--- src/rtl/fetch_if.sv ---
// fetch_if: instruction memory and decode-side signals of the fetch stage
interface fetch_if;
  logic        imem_req;
  logic [31:0] imem_addr;
  logic        imem_ready;
  logic [31:0] imem_rdata;
  logic [31:0] instr;
  logic [31:0] pc;
  logic [31:0] pc_plus4;
  logic        instr_valid;
  logic        instr_ack;
  logic        branch;
  logic        jump;
  logic        jr;
  logic [31:0] jr_addr;
  modport master (
    output imem_req, imem_addr, instr, pc, pc_plus4, instr_valid,
    input  imem_ready, imem_rdata, instr_ack, branch, jump, jr, jr_addr
  );
  modport slave (
    input  imem_req, imem_addr, instr, pc, pc_plus4, instr_valid,
    output imem_ready, imem_rdata, instr_ack, branch, jump, jr, jr_addr
  );
endinterface

--- src/rtl/fetch_unit.sv ---
// fetch_unit: owns the PC, fetches words over req/ready and holds each until acknowledged
module fetch_unit #(
  parameter logic [31:0] RESET_PC = 32'h0000_0000
) (
  input logic    clk,
  input logic    rst_n,
  fetch_if.master bus
);
  localparam logic [1:0] IDLE  = 2'd0;
  localparam logic [1:0] FETCH = 2'd1;
  localparam logic [1:0] HOLD  = 2'd2;
  logic [1:0]  state;
  logic [31:0] fetch_pc;
  logic [31:0] pc_q;
  logic [31:0] instr_q;
  logic [31:0] next_pc;
  logic [31:0] br_off;
  assign bus.imem_req    = state == FETCH;
  assign bus.imem_addr   = fetch_pc;
  assign bus.instr_valid = state == HOLD;
  assign bus.instr       = instr_q;
  assign bus.pc          = pc_q;
  assign bus.pc_plus4    = pc_q + 32'd4;
  assign br_off = {{14{instr_q[15]}}, instr_q[15:0], 2'b00};
  // jr outranks jump, which outranks a taken branch
  assign next_pc = bus.jr     ? {bus.jr_addr[31:2], 2'b00} :
                   bus.jump   ? {bus.pc_plus4[31:28], instr_q[25:0], 2'b00} :
                   bus.branch ? bus.pc_plus4 + br_off :
                                bus.pc_plus4;
  always_ff @(posedge clk or negedge rst_n) begin
    if (!rst_n) begin
      state    <= IDLE;
      fetch_pc <= RESET_PC;
      pc_q     <= RESET_PC;
      instr_q  <= 32'h0000_0000;
    end else begin
      case (state)
        IDLE: state <= FETCH;
        FETCH: if (bus.imem_ready) begin
          instr_q <= bus.imem_rdata;
          pc_q    <= fetch_pc;
          state   <= HOLD;
        end
        HOLD: if (bus.instr_ack) begin
          fetch_pc <= next_pc;
          state    <= FETCH;
        end
        default: state <= IDLE;
      endcase
    end
  end
endmodule

--- src/flat_wrapper.sv ---
// flat-port wrapper written by rule: the top's interface ports become plain ports
module fetch_unit_flat 
#(
  parameter logic [31:0] RESET_PC = 32'h0000_0000
)
  (clk, rst_n, bus_imem_req, bus_imem_addr, bus_instr, bus_pc, bus_pc_plus4, bus_instr_valid, bus_imem_ready, bus_imem_rdata, bus_instr_ack, bus_branch, bus_jump, bus_jr, bus_jr_addr);
  fetch_if bus_i ();
  input logic clk;
  input logic rst_n;
  output wire logic [$bits(bus_i.imem_req)-1:0] bus_imem_req;
  output wire logic [$bits(bus_i.imem_addr)-1:0] bus_imem_addr;
  output wire logic [$bits(bus_i.instr)-1:0] bus_instr;
  output wire logic [$bits(bus_i.pc)-1:0] bus_pc;
  output wire logic [$bits(bus_i.pc_plus4)-1:0] bus_pc_plus4;
  output wire logic [$bits(bus_i.instr_valid)-1:0] bus_instr_valid;
  input wire logic [$bits(bus_i.imem_ready)-1:0] bus_imem_ready;
  input wire logic [$bits(bus_i.imem_rdata)-1:0] bus_imem_rdata;
  input wire logic [$bits(bus_i.instr_ack)-1:0] bus_instr_ack;
  input wire logic [$bits(bus_i.branch)-1:0] bus_branch;
  input wire logic [$bits(bus_i.jump)-1:0] bus_jump;
  input wire logic [$bits(bus_i.jr)-1:0] bus_jr;
  input wire logic [$bits(bus_i.jr_addr)-1:0] bus_jr_addr;
  assign bus_imem_req = bus_i.imem_req;
  assign bus_imem_addr = bus_i.imem_addr;
  assign bus_instr = bus_i.instr;
  assign bus_pc = bus_i.pc;
  assign bus_pc_plus4 = bus_i.pc_plus4;
  assign bus_instr_valid = bus_i.instr_valid;
  assign bus_i.imem_ready = bus_imem_ready;
  assign bus_i.imem_rdata = bus_imem_rdata;
  assign bus_i.instr_ack = bus_instr_ack;
  assign bus_i.branch = bus_branch;
  assign bus_i.jump = bus_jump;
  assign bus_i.jr = bus_jr;
  assign bus_i.jr_addr = bus_jr_addr;
  fetch_unit #(.RESET_PC(RESET_PC)) u_core (.clk(clk), .rst_n(rst_n), .bus(bus_i));
endmodule
--- config.mk ---
export PLATFORM = sky130hd
export DESIGN_NAME = fetch_unit_flat
export DESIGN_NICKNAME = d
export VERILOG_FILES = /design/src/rtl/fetch_if.sv /design/src/rtl/fetch_unit.sv /design/src/flat_wrapper.sv
export SDC_FILE = /design/constraint.sdc
export NUM_CORES = 1
export LEC_CHECK = 0
export CORE_MARGIN = 10
export CORE_UTILIZATION = 65
export CTS_CLUSTER_SIZE = 40
export DETAILED_ROUTE_END_ITERATION = 8
export DONT_BUFFER_PORTS = 1
export PLACE_DENSITY = 0.84
export SLEW_MARGIN = 20
export SYNTH_ARGS = -nofsm -noshare
export SYNTH_HDL_FRONTEND = slang
export SYNTH_SLANG_ARGS = --single-unit
--- constraint.sdc ---
create_clock -name clk -period 4.4 [get_ports clk]
set_clock_uncertainty 0.15 [all_clocks]
set_input_delay 0.66 -clock clk [delete_from_list [all_inputs] [get_ports clk]]
set_output_delay 0.66 -clock clk [all_outputs]
set_load 0.02 [all_outputs]
Yosys cells after proc, flatten, opt, wreduce, memory -nomap -nowiden --
Index checks and enable logic that the tools add are counted.
Cells by class: add/sub/neg operators 2, equal/unequal tests 4, multiplexer cells 6, reductions and logical operators 4
Operators with widths (count):
- $mux W32 | 3
- $add A32 B3 Y32 const B | 1
- $add A32 B32 Y32 | 1
- $pmux W2 S3 | 1
- $reduce_and A2 Y1 | 3
- $mux W2 | 2
- $ne A2 B1 Y1 const B | 2
- $eq A2 B1 Y1 const B | 1
- $eq A2 B2 Y1 const B | 1
- $logic_not A2 Y1 | 1
Storage, ports and cells: register bits 98, input bits 71, logic and storage cells 20

Logic depth before layout (Yosys ltp) --
depth in word-level cells 5, depth in mapped cells 16, gate-level depth less buffers 15

Worst setup path before layout --
OpenSTA, ideal clock, no wires.
path type register to register, start register u_core.pc_q[2], in the netlist u_core.bus.pc[2], end register u_core.fetch_pc[29], in the netlist u_core.bus.imem_addr[29], setup time 0.116 ns, arrival 3.648 ns, setup slack 0.487 ns, stages on the path, launching flop included 14, clock period less this slack 3.913 ns, cell sequence dfrtp_1 ha_1 nand3_1 nor3_1 nand3_1 xnor2_1 ha_1 a21oi_1 o21ai_0 a221oi_1 o311ai_0 o21ai_0 nor2_1 o311ai_0
Between the ends: longest elaborated chain between the ends 5
RTL lines:
- start: declaration | RTL line fetch_unit.sv:14 | logic [31:0] pc_q;
- start signal: assignment | RTL line fetch_unit.sv:41 | pc_q <= fetch_pc;
- $add A32 B3 Y32 | RTL line fetch_unit.sv:23 | assign bus.pc_plus4 = pc_q + 32'd4;
- via bus_pc_plus4[16] | RTL line flat_wrapper.sv:14 | output wire logic [$bits(bus_i.pc_plus4)-1:0] bus_pc_plus4;
- $add A32 B32 Y32 | RTL line fetch_unit.sv:28 | bus.branch ? bus.pc_plus4 + br_off :
- $mux W32 | RTL line fetch_unit.sv:28
- $mux W32 | RTL line fetch_unit.sv:27 | bus.jump ? {bus.pc_plus4[31:28], instr_q[25:0], 2'b00} :
- $mux W32 | RTL line fetch_unit.sv:26 | assign next_pc = bus.jr ? {bus.jr_addr[31:2], 2'b00} :
- end signal: assignment | RTL line fetch_unit.sv:45 | fetch_pc <= next_pc;
- end: declaration | RTL line fetch_unit.sv:13 | logic [31:0] fetch_pc;
The timed path passes the listed nets, and every way through them passes these cells. A chain may end at the register's enable or synchronous reset.

Final worst setup path --
start register u_core.pc_q[4], in the netlist u_core.bus.pc[4], end register u_core.fetch_pc[27], in the netlist u_core.bus.imem_addr[27]
Between the ends: longest elaborated chain between the ends 5
RTL lines (RTL line):
- $add A32 B3 Y32 * | fetch_unit.sv:23
- $add A32 B32 Y32 | fetch_unit.sv:28
- $mux W32 * | fetch_unit.sv:28
- $mux W32 * | fetch_unit.sv:27
- $mux W32 * | fetch_unit.sv:26
Every way passes the cells marked *; elsewhere a longest branch is shown, timed or not.

==> summary.txt <==
Routed WL: 21900 um
CTS tree: yes
Setup TNS: 0 ns
Status: finished clean
Syn Area/Cell: 9.29 um2
Clk slew on worst S/H paths: 0.11 ns
Avg WL per Cell: 25.2 um
Via count: 6021
Starting Density: 0.671
First-pass GRT wire length: 34200 um
Mapped Area: 6620 um2
Required time of the critical path: 4.57 ns
R2R Path Start: u_core.bus.pc[4]
Clock Latency Late Sink: 0.39 ns
IO Port Bufs: 0
Initial detailed-routing violation count: 631
Post-DP HPWL: 16300 um
Max Cap Viol: 0
Worst r2r path cells: 13
Die width: 121 um
Net switching fraction of the power: 0.534
YS warnings: 0
Antenna Cells: 0
Slew headroom: 0.420
WS Path Type: reg -> reg
Layout cells sized above 1: 0.188
DR pass1 iterations: 5
Sequential share of power: 0.348
Area growth syn-to-layout: 8.40%
CP Launch Type: flip-flop
Yosys reg bits: 98
Syn Inst Count: 712
Ports: 201
FFs w/ async S/R, synth: 1.00
Grt total ovfl: 0
Critical Path AT: 4.32 ns
Share of total power in combinational logic: 0.565
Max Slew Vio Count: 0
Final Hold Viols: 0
Core area: 9860 um2
Worst VDD drop: 0.482 mV
Most frequent cells in the layout: 96 x dfrtp_1, 73 x nand2_1, 64 x mux2_2, 54 x a21oi_1, 48 x nor2_1
Worst hold path class: in -> async
Post-Syn Nets: 820
CTS root buf: clkbuf_8
Register area share after synthesis: 0.371
Routed Antenna Nets: 0
Die outline area: 14600 um2
Unique masters post-synth: 63
Vias per std cell: 6.94
Routability cong.: 0.945
Minimum clock period: 4.15 ns
Reg2reg end: u_core.bus.imem_addr[27]
Vias in the first global route: 6035
Clk buf depth: 2
H-tree levels: 3
Total GRT Usage: 0.293
Cell Pwr Density: 960 nW/um2
Proportion of power drawn by the clock network: 0.087
P_leak: 0.00313 uW
Crit end category: flip-flop
R2R Setup Slk: 0.25 ns
CP max FO: 6
Cts bufs inserted: 9
CTS sink cnt: 98
Largest net degree at the start of global routing: 99
Primary FF master, synth: dfrtp_1
DRC: 0
Row cnt: 36
EDFF count, synth: 0
Internal power: 3200 uW
Max Fclk: 0.241 GHz
Die extent in y: 121 um
Initial antenna violation count: 0
Tcrit/Tclk final: 0.943
Worst hold slack: 0.0304 ns
Switching pwr: 3680 uW
Total Nets Final: 837
RSZ-0062 raised after global routing: no
Worst-Margin Slew: 0.870 ns
Setup violators final: 0
Most common cell after layout, fill and taps aside: dfrtp_1
-- layer usage --
layer  share of wire  global-route usage  vias to the layer above
met3            0.12              0.0940                       54
met1            0.36               0.348                     2938
met2            0.49               0.482                      391
met4           0.028               0.118                        0
li1                -                   -                     2638
met5               0                   0                        -
-- timing repair --
item / 4_1_cts / 5_1_grt
setup endpoints to repair: 0 / 1
gates resized for setup: 0 / 2
setup buffers: 0 / 0
hold buffers: 1 / 0
endpoints found under the hold margin: 98 / 0
-- power groups by stage --
stage,clock network [uW],registers [uW],logic (uW)
floorplan,0,2220,2880
global placement,0,2390,3640
CTS,598,2400,3820
detailed placement,0,2420,3770
finish,599,2400,3890
global route,636,2460,4260
-- area by class of cell --
| type | count | area [um2] |
|---|---|---|
| Sequential cell | 98 | 2450 |
| Inverter | 16 | 60.1 |
| Fill cell | 712 | 2690 |
| Timing Repair Buffer | 41 | 328 |
| Clock buffer | 10 | 138 |
| Clock inverter | 6 | 56.3 |
| Tap cell | 133 | 166 |
| Multi-Input combinational cell | 563 | 3970 |
-- critical path, cell delays in order, from the launching register on --
cell	delay (ns)
dfrtp_1	0.58
nand3_1	0.27
nor2_1	0.43
nand4_1	0.18
xnor2_1	0.17
ha_1	0.35
nand2_1	0.13
nor4b_1	0.41
a211oi_2	0.20
o311ai_0	0.40
o21ai_0	0.30
nor2_1	0.25
nand2_1	0.08
a31oi_1	0.19
-- metrics by stage --
| step | std cells | area [um2] | util | worst slack (ns) | power (uW) |
|---|---|---|---|---|---|
| final | 867 | 7170 | 0.727 | 0.250 | 6880 |
| after CTS | 867 | 7170 | 0.726 | 0.282 | 6820 |
| after global routing | 867 | 7170 | 0.727 | 0.00726 | 7360 |
| after global placement | 850 | 6940 | 0.704 | 0.350 | 6030 |
| after floorplan | 712 | 6620 | - | 0.487 | 5090 |
| after detailed placement | 850 | 6940 | 0.704 | 0.317 | 6190 |
-- synth_stat cells (4+ instances only) --
cell type / number / area (um2)
or3_1: 4 / 25.0
buf_1: 4 / 15.0
o31ai_1: 4 / 30.0
mux2_2: 64 / 721
nor2b_1: 8 / 50.1
nand4_1: 12 / 75.1
nand2_1: 73 / 274
o21bai_1: 6 / 45.0
a21oi_1: 55 / 275
o211ai_1: 4 / 30.0
inv_1: 15 / 56.3
a31oi_1: 9 / 56.3
o21ai_0: 45 / 225
clkbuf_1: 29 / 109
nor2_1: 48 / 180
a221oi_1: 4 / 35.0
o21a_1: 10 / 75.1
xnor2_1: 37 / 324
o22ai_1: 10 / 62.6
xor2_1: 10 / 87.6
nand2b_1: 4 / 25.0
nand3_1: 29 / 145
a21o_1: 8 / 60.1
nor3_1: 17 / 85.1
ha_1: 36 / 450
dfrtp_1: 98 / 2450
a211oi_1: 14 / 105
mux2i_1: 8 / 80.1
-- worst max-delay path by stage --
| stage | startpoint | slack (ns) | end | cells after the start |
|---|---|---|---|---|
| after global routing | u_core.bus.pc[4] | 0.007 | u_core.bus.imem_addr[29] | 14 |
| after CTS | u_core.bus.pc[8] | 0.28 | u_core.bus.imem_addr[29] | 13 |
| after detailed placement | u_core.bus.pc[8] | 0.32 | u_core.bus.imem_addr[29] | 13 |
| final | u_core.bus.pc[4] | 0.25 | u_core.bus.imem_addr[27] | 13 |
| after floorplan | u_core.bus.pc[2] | 0.49 | u_core.bus.imem_addr[29] | 13 |
| after global placement | u_core.bus.pc[8] | 0.35 | u_core.bus.imem_addr[29] | 13 |
-- sequential cells by signal (all words and copies together) (netlist names) --
signal / cells
u_core.bus.imem_addr: 32
u_core.bus.instr: 32
u_core.bus.pc: 32
u_core.state: 2
-- cell families after synthesis --
group / share of synthesized area
compound gates: 0.180
flops: 0.371
mux: 0.121
simple gates: 0.158
xor+xnor: 0.0688
fa+ha+maj: 0.0711
buf+inv: 0.0301
(Power assumes the default switching activity.)
